<file path="config.mk">
export PLATFORM = sky130hd
export DESIGN_NAME = ddram_read_arbiter_flat
export DESIGN_NICKNAME = d
export VERILOG_FILES = /design/src/rtl/ddram_read_arbiter_if.sv /design/src/rtl/ddram_read_arbiter.sv /design/src/flat_wrapper.sv
export SDC_FILE = /design/constraint.sdc
export NUM_CORES = 1
export LEC_CHECK = 0
export BUFFER_PORTS_ARGS = -buffer_cell sky130_fd_sc_hd__buf_2
export CORE_ASPECT_RATIO = 1.4
export CORE_MARGIN = 2
export CORE_UTILIZATION = 46
export CTS_CLUSTER_DIAMETER = 200
export DETAILED_ROUTE_END_ITERATION = 12
export PLACE_DENSITY = 0.8
export SKIP_LAST_GASP = 1
export SYNTH_ARGS = -nofsm -noshare
export SYNTH_HDL_FRONTEND = slang
export SYNTH_SLANG_ARGS = --single-unit
export TNS_END_PERCENT = 100
</file>
<file path="constraint.sdc">
create_clock -name clk -period 2.5 [get_ports clk]
set_input_delay 0.375 -clock clk [delete_from_list [all_inputs] [get_ports clk]]
set_output_delay 0.375 -clock clk [all_outputs]
set_load 0.1 [all_outputs]
</file>
<file path="src/rtl/ddram_read_arbiter_if.sv">
// DDRAM Avalon burst-read bus as seen by the read arbiter.
// The arbiter (master) issues read bursts; the memory side (slave) returns beats.
interface ddram_read_arbiter_if #(
  parameter int AW = 29,
  parameter int DW = 64,
  parameter int BW = 8
);
  logic          ddr_busy;
  logic          ddr_rd;
  logic [AW-1:0] ddr_addr;
  logic [BW-1:0] ddr_burstcnt;
  logic [DW-1:0] ddr_dout;
  logic          ddr_dout_ready;

  modport master (
    input  ddr_busy,
    input  ddr_dout,
    input  ddr_dout_ready,
    output ddr_rd,
    output ddr_addr,
    output ddr_burstcnt
  );

  modport slave (
    output ddr_busy,
    output ddr_dout,
    output ddr_dout_ready,
    input  ddr_rd,
    input  ddr_addr,
    input  ddr_burstcnt
  );
endinterface

</file>
<file path="src/rtl/ddram_read_arbiter.sv">
// Two-channel round-robin arbiter for the DDRAM burst-read port.
// Exactly one burst is outstanding at a time; returned beats are routed to the
// channel that owns the burst. A level stop request lets the current burst
// drain and then parks the port until the request is withdrawn.
module ddram_read_arbiter #(
  parameter int AW       = 29,
  parameter int DW       = 64,
  parameter int BW       = 8,
  parameter int MAXBURST = 128
) (
  input  logic                  clk,
  input  logic                  reset_n,
  input  logic                  req0,
  input  logic                  req1,
  input  logic [AW-1:0]         addr0,
  input  logic [AW-1:0]         addr1,
  input  logic [BW-1:0]         len0,
  input  logic [BW-1:0]         len1,
  output logic                  gnt0,
  output logic                  gnt1,
  output logic                  dv0,
  output logic                  dv1,
  output logic [DW-1:0]         rdata,
  input  logic                  stop_req,
  output logic                  stopped,
  output logic                  err,
  ddram_read_arbiter_if.master  ddr
);

  typedef enum logic [1:0] {IDLE, CMD, DATA, STOP} state_t;

  state_t        state;
  logic          owner;
  logic          last_gnt;
  logic [BW-1:0] beat_cnt;
  logic [BW-1:0] beat_nxt;
  logic          rd_q;
  logic [AW-1:0] addr_q;
  logic [BW-1:0] burst_q;
  logic          pick_valid;
  logic          pick;

  // Zero-length requests still fetch one beat; oversize requests are clamped.
  function automatic logic [BW-1:0] eff_len(input logic [BW-1:0] len);
    if (len == '0)
      return BW'(1);
    else if (int'(len) > MAXBURST)
      return BW'(MAXBURST);
    else
      return len;
  endfunction

  assign ddr.ddr_rd       = rd_q;
  assign ddr.ddr_addr     = addr_q;
  assign ddr.ddr_burstcnt = burst_q;
  assign beat_nxt         = beat_cnt + BW'(1);

  // Round-robin pick: a lone requester wins; on a tie the channel not granted last wins.
  always_comb begin
    pick_valid = req0 | req1;
    pick       = 1'b0;
    if (req0 && req1)
      pick = ~last_gnt;
    else
      pick = req1;
  end

  // Arbitration FSM; every output is registered here.
  always_ff @(posedge clk or negedge reset_n) begin
    if (!reset_n) begin
      state    <= IDLE;
      owner    <= 1'b0;
      last_gnt <= 1'b1;
      beat_cnt <= '0;
      rd_q     <= 1'b0;
      addr_q   <= '0;
      burst_q  <= '0;
      gnt0     <= 1'b0;
      gnt1     <= 1'b0;
      dv0      <= 1'b0;
      dv1      <= 1'b0;
      rdata    <= '0;
      stopped  <= 1'b0;
      err      <= 1'b0;
    end else begin
      gnt0 <= 1'b0;
      gnt1 <= 1'b0;
      dv0  <= 1'b0;
      dv1  <= 1'b0;

      // Beats arriving with no accepted burst are dropped and flagged until reset.
      if (ddr.ddr_dout_ready && (state != DATA))
        err <= 1'b1;

      case (state)
        IDLE: begin
          if (stop_req) begin
            state   <= STOP;
            stopped <= 1'b1;
          end else if (pick_valid) begin
            owner    <= pick;
            last_gnt <= pick;
            gnt0     <= ~pick;
            gnt1     <= pick;
            addr_q   <= pick ? addr1 : addr0;
            burst_q  <= eff_len(pick ? len1 : len0);
            rd_q     <= 1'b1;
            beat_cnt <= '0;
            state    <= CMD;
          end
        end

        CMD: begin
          // Command fields stay frozen until the memory drops waitrequest.
          if (!ddr.ddr_busy) begin
            rd_q  <= 1'b0;
            state <= DATA;
          end
        end

        DATA: begin
          if (ddr.ddr_dout_ready) begin
            rdata    <= ddr.ddr_dout;
            dv0      <= ~owner;
            dv1      <= owner;
            beat_cnt <= beat_nxt;
            if (beat_nxt == burst_q) begin
              if (stop_req) begin
                state   <= STOP;
                stopped <= 1'b1;
              end else begin
                state <= IDLE;
              end
            end
          end
        end

        STOP: begin
          if (!stop_req) begin
            state   <= IDLE;
            stopped <= 1'b0;
          end
        end

        default: state <= IDLE;
      endcase
    end
  end

endmodule

</file>
<file path="src/flat_wrapper.sv">
// flat-port wrapper written by rule: the top's interface ports become plain ports
module ddram_read_arbiter_flat 
#(
  parameter int AW       = 29,
  parameter int DW       = 64,
  parameter int BW       = 8,
  parameter int MAXBURST = 128
)
  (clk, reset_n, req0, req1, addr0, addr1, len0, len1, gnt0, gnt1, dv0, dv1, rdata, stop_req, stopped, err, ddr_ddr_busy, ddr_ddr_dout, ddr_ddr_dout_ready, ddr_ddr_rd, ddr_ddr_addr, ddr_ddr_burstcnt);
  ddram_read_arbiter_if #(.AW(AW), .DW(DW), .BW(BW)) ddr_i ();
  input  logic clk;
  input  logic reset_n;
  input  logic req0;
  input  logic req1;
  input  logic [AW-1:0] addr0;
  input  logic [AW-1:0] addr1;
  input  logic [BW-1:0] len0;
  input  logic [BW-1:0] len1;
  output logic gnt0;
  output logic gnt1;
  output logic dv0;
  output logic dv1;
  output logic [DW-1:0] rdata;
  input  logic stop_req;
  output logic stopped;
  output logic err;
  input wire logic [$bits(ddr_i.ddr_busy)-1:0] ddr_ddr_busy;
  input wire logic [$bits(ddr_i.ddr_dout)-1:0] ddr_ddr_dout;
  input wire logic [$bits(ddr_i.ddr_dout_ready)-1:0] ddr_ddr_dout_ready;
  output wire logic [$bits(ddr_i.ddr_rd)-1:0] ddr_ddr_rd;
  output wire logic [$bits(ddr_i.ddr_addr)-1:0] ddr_ddr_addr;
  output wire logic [$bits(ddr_i.ddr_burstcnt)-1:0] ddr_ddr_burstcnt;
  assign ddr_i.ddr_busy = ddr_ddr_busy;
  assign ddr_i.ddr_dout = ddr_ddr_dout;
  assign ddr_i.ddr_dout_ready = ddr_ddr_dout_ready;
  assign ddr_ddr_rd = ddr_i.ddr_rd;
  assign ddr_ddr_addr = ddr_i.ddr_addr;
  assign ddr_ddr_burstcnt = ddr_i.ddr_burstcnt;
  ddram_read_arbiter #(.AW(AW), .DW(DW), .BW(BW), .MAXBURST(MAXBURST)) u_core (.clk(clk), .reset_n(reset_n), .req0(req0), .req1(req1), .addr0(addr0), .addr1(addr1), .len0(len0), .len1(len1), .gnt0(gnt0), .gnt1(gnt1), .dv0(dv0), .dv1(dv1), .rdata(rdata), .stop_req(stop_req), .stopped(stopped), .err(err), .ddr(ddr_i));
endmodule
</file>
### Word-level counts from Yosys, hierarchy flattened

Index checks and enable logic that the tools add are counted.

* input bits: 145
* register bits: 120
* output and inout bits: 108
* word-level logic and storage cells: 82

* $add $sub $neg: 1
* equal/unequal tests: 12
* bitwise gates (word level): 5
* order comparisons: 1
* reduce and logical (&&, ||, !) cells: 13
* multiplexer cells: 36

Operator list (count)
* $mux 8: 6
* $mux 29: 1
* $mux 1: 18
* $pmux 8 s2: 1
* $mux 2: 7
* $reduce_and 4->1: 3
* $ne 2x2->1 const B: 5
* $add 8x1->8 const B: 1
* $eq 8x8->1: 1
* $gt 8x8->1 const B: 1
* $logic_not 8->1: 1
* $pmux 2 s4: 1
* $reduce_and 5->1: 1
* $eq 2x2->1 const B: 2
* $ne 2x1->1 const B: 2
* $not 1->1: 4
* $reduce_bool 2->1: 2
* $ne 3x2->1 const B: 1
* $pmux 1 s3: 1
* $reduce_and 3->1: 1
* $reduce_bool 3->1: 1
* $eq 2x1->1 const B: 1
* $logic_and 1x1->1: 2
* $logic_not 2->1: 1
* other kinds (3): 3

### Depth between registers and ports, before layout

* word-level depth: 6
* depth in mapped cells: 7

### Worst setup path before layout

OpenSTA, ideal clock, no wires.

* path kind: reg-to-reg
* start point: register u_core.burst_q[7], in the netlist u_core.ddr.ddr_burstcnt[7]
* end point: register u_core.state[1]
* data required time: 2.374 ns
* setup slack: 0.339 ns
* data arrival time: 2.035 ns
* path buffers: 0
* cell stages (with the launch flop): 6
* clock period less this slack: 2.161 ns
* cells stage by stage: dfrtp_1 xor2_1 a311oi_1 a211oi_1 nand4b_2 a221o_1

* word-level cells in the longest chain between the ends: 3

Ends and longest elaborated chain
* start: declaration: line ddram_read_arbiter.sv:39 `logic [BW-1:0] burst_q;`
* start signal: assignment: line ddram_read_arbiter.sv:106 `burst_q <= eff_len(pick ? len1 : len0);`
* $eq 8x8->1: line ddram_read_arbiter.sv:127 `if (beat_nxt == burst_q) begin`
* $ne 2x1->1 (no source line)
* $reduce_and 5->1 (no source line)
* end signal: assignment: line ddram_read_arbiter.sv:129 `state <= STOP;`
* end signal: assignment: line ddram_read_arbiter.sv:132 `state <= IDLE;`
* end signal: assignment: line ddram_read_arbiter.sv:140 `state <= IDLE;`
* end: declaration: line ddram_read_arbiter.sv:32 `state_t state;`

Every way passes these cells.
A chain may end at the register's enable or synchronous reset.

### Final worst setup path

* start point: register u_core.beat_cnt[0]
* end point: register u_core.state[1]

* word-level cells in the longest chain between the ends: 4

Ends and longest elaborated chain
* start: declaration: line ddram_read_arbiter.sv:35 `logic [BW-1:0] beat_cnt;`
* start signal: assignment: line ddram_read_arbiter.sv:126 `beat_cnt <= beat_nxt;`
* $add 8x1->8: line ddram_read_arbiter.sv:56 `assign beat_nxt = beat_cnt + BW'(1);`
* $eq 8x8->1: line ddram_read_arbiter.sv:127
* $ne 2x1->1 (no source line)
* $reduce_and 5->1 (no source line)

Every way passes these cells.

==> metrics.md <==
| Metric | Value |
|---|---|
| Met1 usage | 26.9% |
| Startpoint types | flop |
| Grt met2 use | between 40% and 50% |
| GRT overflow | 0 |
| CTS HTree Levels | 4 |
| Routability cong. | roughly 0.82 |
| Met3 usage | about 5.6% |
| FF-to-FF path depth | 6 |
| Clock sink count | 120 |
| Global-route wire length before repair | ~22 mm |
| Pin count of the biggest net entering global routing | a little over 70 |
| Initial core utilization | between 40% and 50% |
| Placed Cells | approximately 940 |
| Clock buffer depth | 2 |
| Final Setup Violations | 0 |
| Max Cap Violations | 0 |
| Fin worst setup slack | roughly 0.46 ns |
| DR WL/cell | between 10 and 15 µm |
| PortBufs | ~250 |
| CTS buffer count | 17 |
| Hpwl dp | about 11 mm |
| FF-to-FF setup slack | roughly 0.46 ns |
| Hold_ws | ~0.011 ns |
| N_diodes | 0 |
| Most crowded layer after global routing | met2 |
| Post-synthesis area per instance | 9.14 µm² |
| Max incr delay on CP | between 0.4 and 0.5 ns |
| WS Path Type | reg2reg |
| Vias/cell | around 5.2 |
| Fin. Hold Viols | 0 |
| RR Endpoint | u_core.state[1]$_DFFE_PN0P_ |
| Min Tclk post-route | between 2 and 2.5 ns |
| Die X | roughly 94 µm |
| Worst-margin pin slew | between 0.6 and 0.7 ns |
| Post-Syn Instances | around 570 |
| HP Class | in2async |
| Commonest cells after routing, fill and taps aside | 251 x buf_2, 248 x nand2_1, 119 x dfrtp_1 |
| I/O pin cnt | 253 |
| Synth Cell Area | ~5200 µm² |
| Final ANT Viol Nets | 0 |
| Worst r2r src | u_core.beat_cnt[0]$_DFFE_PN0P_ |
| Setup_tns | 0 ns |
| Residual DRC | 0 |
| WP data arrival | roughly 2.3 ns |
| Row cnt | 45 |
| Worst path slowest cell | dfrtp_1 |
| Post-CTS sizing | 0 |
| Critical path cell sequence | ha_1 > xnor2_1 > nand3_1 > nor4b_4 > nand4b_2 > a221o_1 |
| Net count, final | 959 |
| Clock-pin slew on the worst setup and hold paths | roughly 0.06 ns |
| Synth cell types | 46 |
| Die ar. | 12100 µm² |
| Crit share post-route | between 80% and 90% |
| Cell family with most CP delay | simple AND/OR/NAND/NOR gates |
| Top FF cell, synth | dfrtp_1 |
| Chip height | roughly 130 µm |
| Worst path bufs/invs | 0 |
| Layout cells sized above 1 | a little under two fifths |
| Core area | 10900 µm² |
| Async SR Flop Fraction | between 90% and 100% |
| Outcome | finished clean |
| Syn. warnings | 0 |
| Routed wire length | roughly 14 mm |
| Max-slew violation count | 0 |
| Starting DRC count in detailed routing | 190 |
| RSZ-0062 raised after global routing | no |
| Commonest non-fill, non-tap cell in the layout | buf_2 |
| Required @ worst endpoint | roughly 2.8 ns |
| Initial antenna violation count | 0 |
| Yosys reg bits | 120 |
| Register area share after synthesis | between 50% and 60% |
| Number of synthesized flops with an enable pin | 0 |
| Layout Skew | around 0.0078 ns |
| Vias | roughly 5000 |
| Post-CTS setup buffers | 0 |
| Setup slack at placement | approximately 0.47 ns |
| Syn nets | around 710 |
| Final Non-Filler Cells | 967 |
| DR pass1 iterations | 4 |
| Syn-to-layout area delta | 39.3% |
| Global-route usage over all layers | a little under a quarter |
| Crit-path max FO | 6 |
| Worst-Skew Late Latency | slightly below 0.4 ns |
| Hold-fix buffers at CTS | 0 |
| Crit end category | flop |
| Slew HR | approximately 55% |
| TritonCTS clock tree | built |
| CTS root buf | clkbuf_16 |
| Number of global-route vias before repair | ~4800 |
| Achievable Freq | ~490 MHz |
synthesized netlist by cell type, types with 3 or more instances:
cell type,number,share of area (%)
nand2b_1,3,0.36
nor3_1,4,0.39
a31oi_1,18,2.2
nand2_1,249,18
buf_2,8,0.77
a221o_1,13,2.5
clkbuf_1,23,1.7
o21ai_0,15,1.5
a211oi_1,3,0.44
and2_1,3,0.36
a21o_1,4,0.58
dfrtp_1,119,58
mux2i_1,6,1.2
xnor2_1,4,0.68
nor2_1,33,2.4
inv_1,3,0.22
and3_1,16,1.9
nand3_1,5,0.48
xor2_1,3,0.51
a21oi_1,3,0.29
o31ai_1,6,0.87
logic make-up (layout without fill, tap and decap cells):
| group | Yosys count | after routing | synth area share, % |
|---|---|---|---|
| adder cells (fa/ha/maj) | 1 | 1 | 0.242 |
| AND/OR/NAND/NOR | 322 | 322 | 25.7 |
| multiplexers | 7 | 7 | 1.38 |
| XOR/XNOR | 7 | 7 | 1.18 |
| buffers and inverters | 36 | 296 | 2.90 |
| AO/OA/AOI/OAI | 73 | 73 | 10.5 |
| flip-flops | 120 | 120 | 58.1 |
through the flow:
stage | area (µm²) | util [%]
2_1_floorplan | 5170 | -
3_3_place_gp | 6600 | 60.4
3_5_place_dp | 6600 | 60.4
4_1_cts | 7210 | 66.0
5_1_grt | 7210 | 66.0
6_report | 7210 | 66.0
final cells by class:
type / instances / area (µm²)
clock buffer: 18 / 439
clock inverter: 14 / 171
fill: 870 / 3710
inverter: 3 / 11.3
multi-input combinational: 410 / 2040
sequential: 120 / 3000
tap: 141 / 176
timing repair buffer: 261 / 1370
state kept, by name, indices dropped and copies added, names as in the netlist, 2 cells and up:
name and cells:
u_core.beat_cnt 8, u_core.ddr.ddr_addr 29, u_core.ddr.ddr_burstcnt 8, u_core.rdata 64, u_core.state 2
metal layers:
metal / share of wire (%) / routed length [µm]
met3: 8.4 / 1210
met5: 0 / 0
met2: 51 / 7370
met4: 2.9 / 410
met1: 37 / 5320
worst max path at each step:
stage,start,to,slack (ns),cells past startpoint
3_3_place_gp,u_core.beat_cnt[0]$_DFFE_PN0P_,u_core.state[1]$_DFFE_PN0P_,0.57,6
2_1_floorplan,u_core.ddr.ddr_burstcnt[7]$_DFFE_PN0P_,u_core.state[1]$_DFFE_PN0P_,0.34,5
3_5_place_dp,u_core.beat_cnt[0]$_DFFE_PN0P_,u_core.state[1]$_DFFE_PN0P_,0.47,6
4_1_cts,u_core.beat_cnt[0]$_DFFE_PN0P_,u_core.state[1]$_DFFE_PN0P_,0.45,6
5_1_grt,u_core.beat_cnt[0]$_DFFE_PN0P_,u_core.state[0]$_DFFE_PN0P_,0.30,6
6_report,u_core.beat_cnt[0]$_DFFE_PN0P_,u_core.state[1]$_DFFE_PN0P_,0.46,6
Power is left out: the tool's default activity adds up to more than one toggle a clock period on the data nets, which glitch-free logic cannot reach.
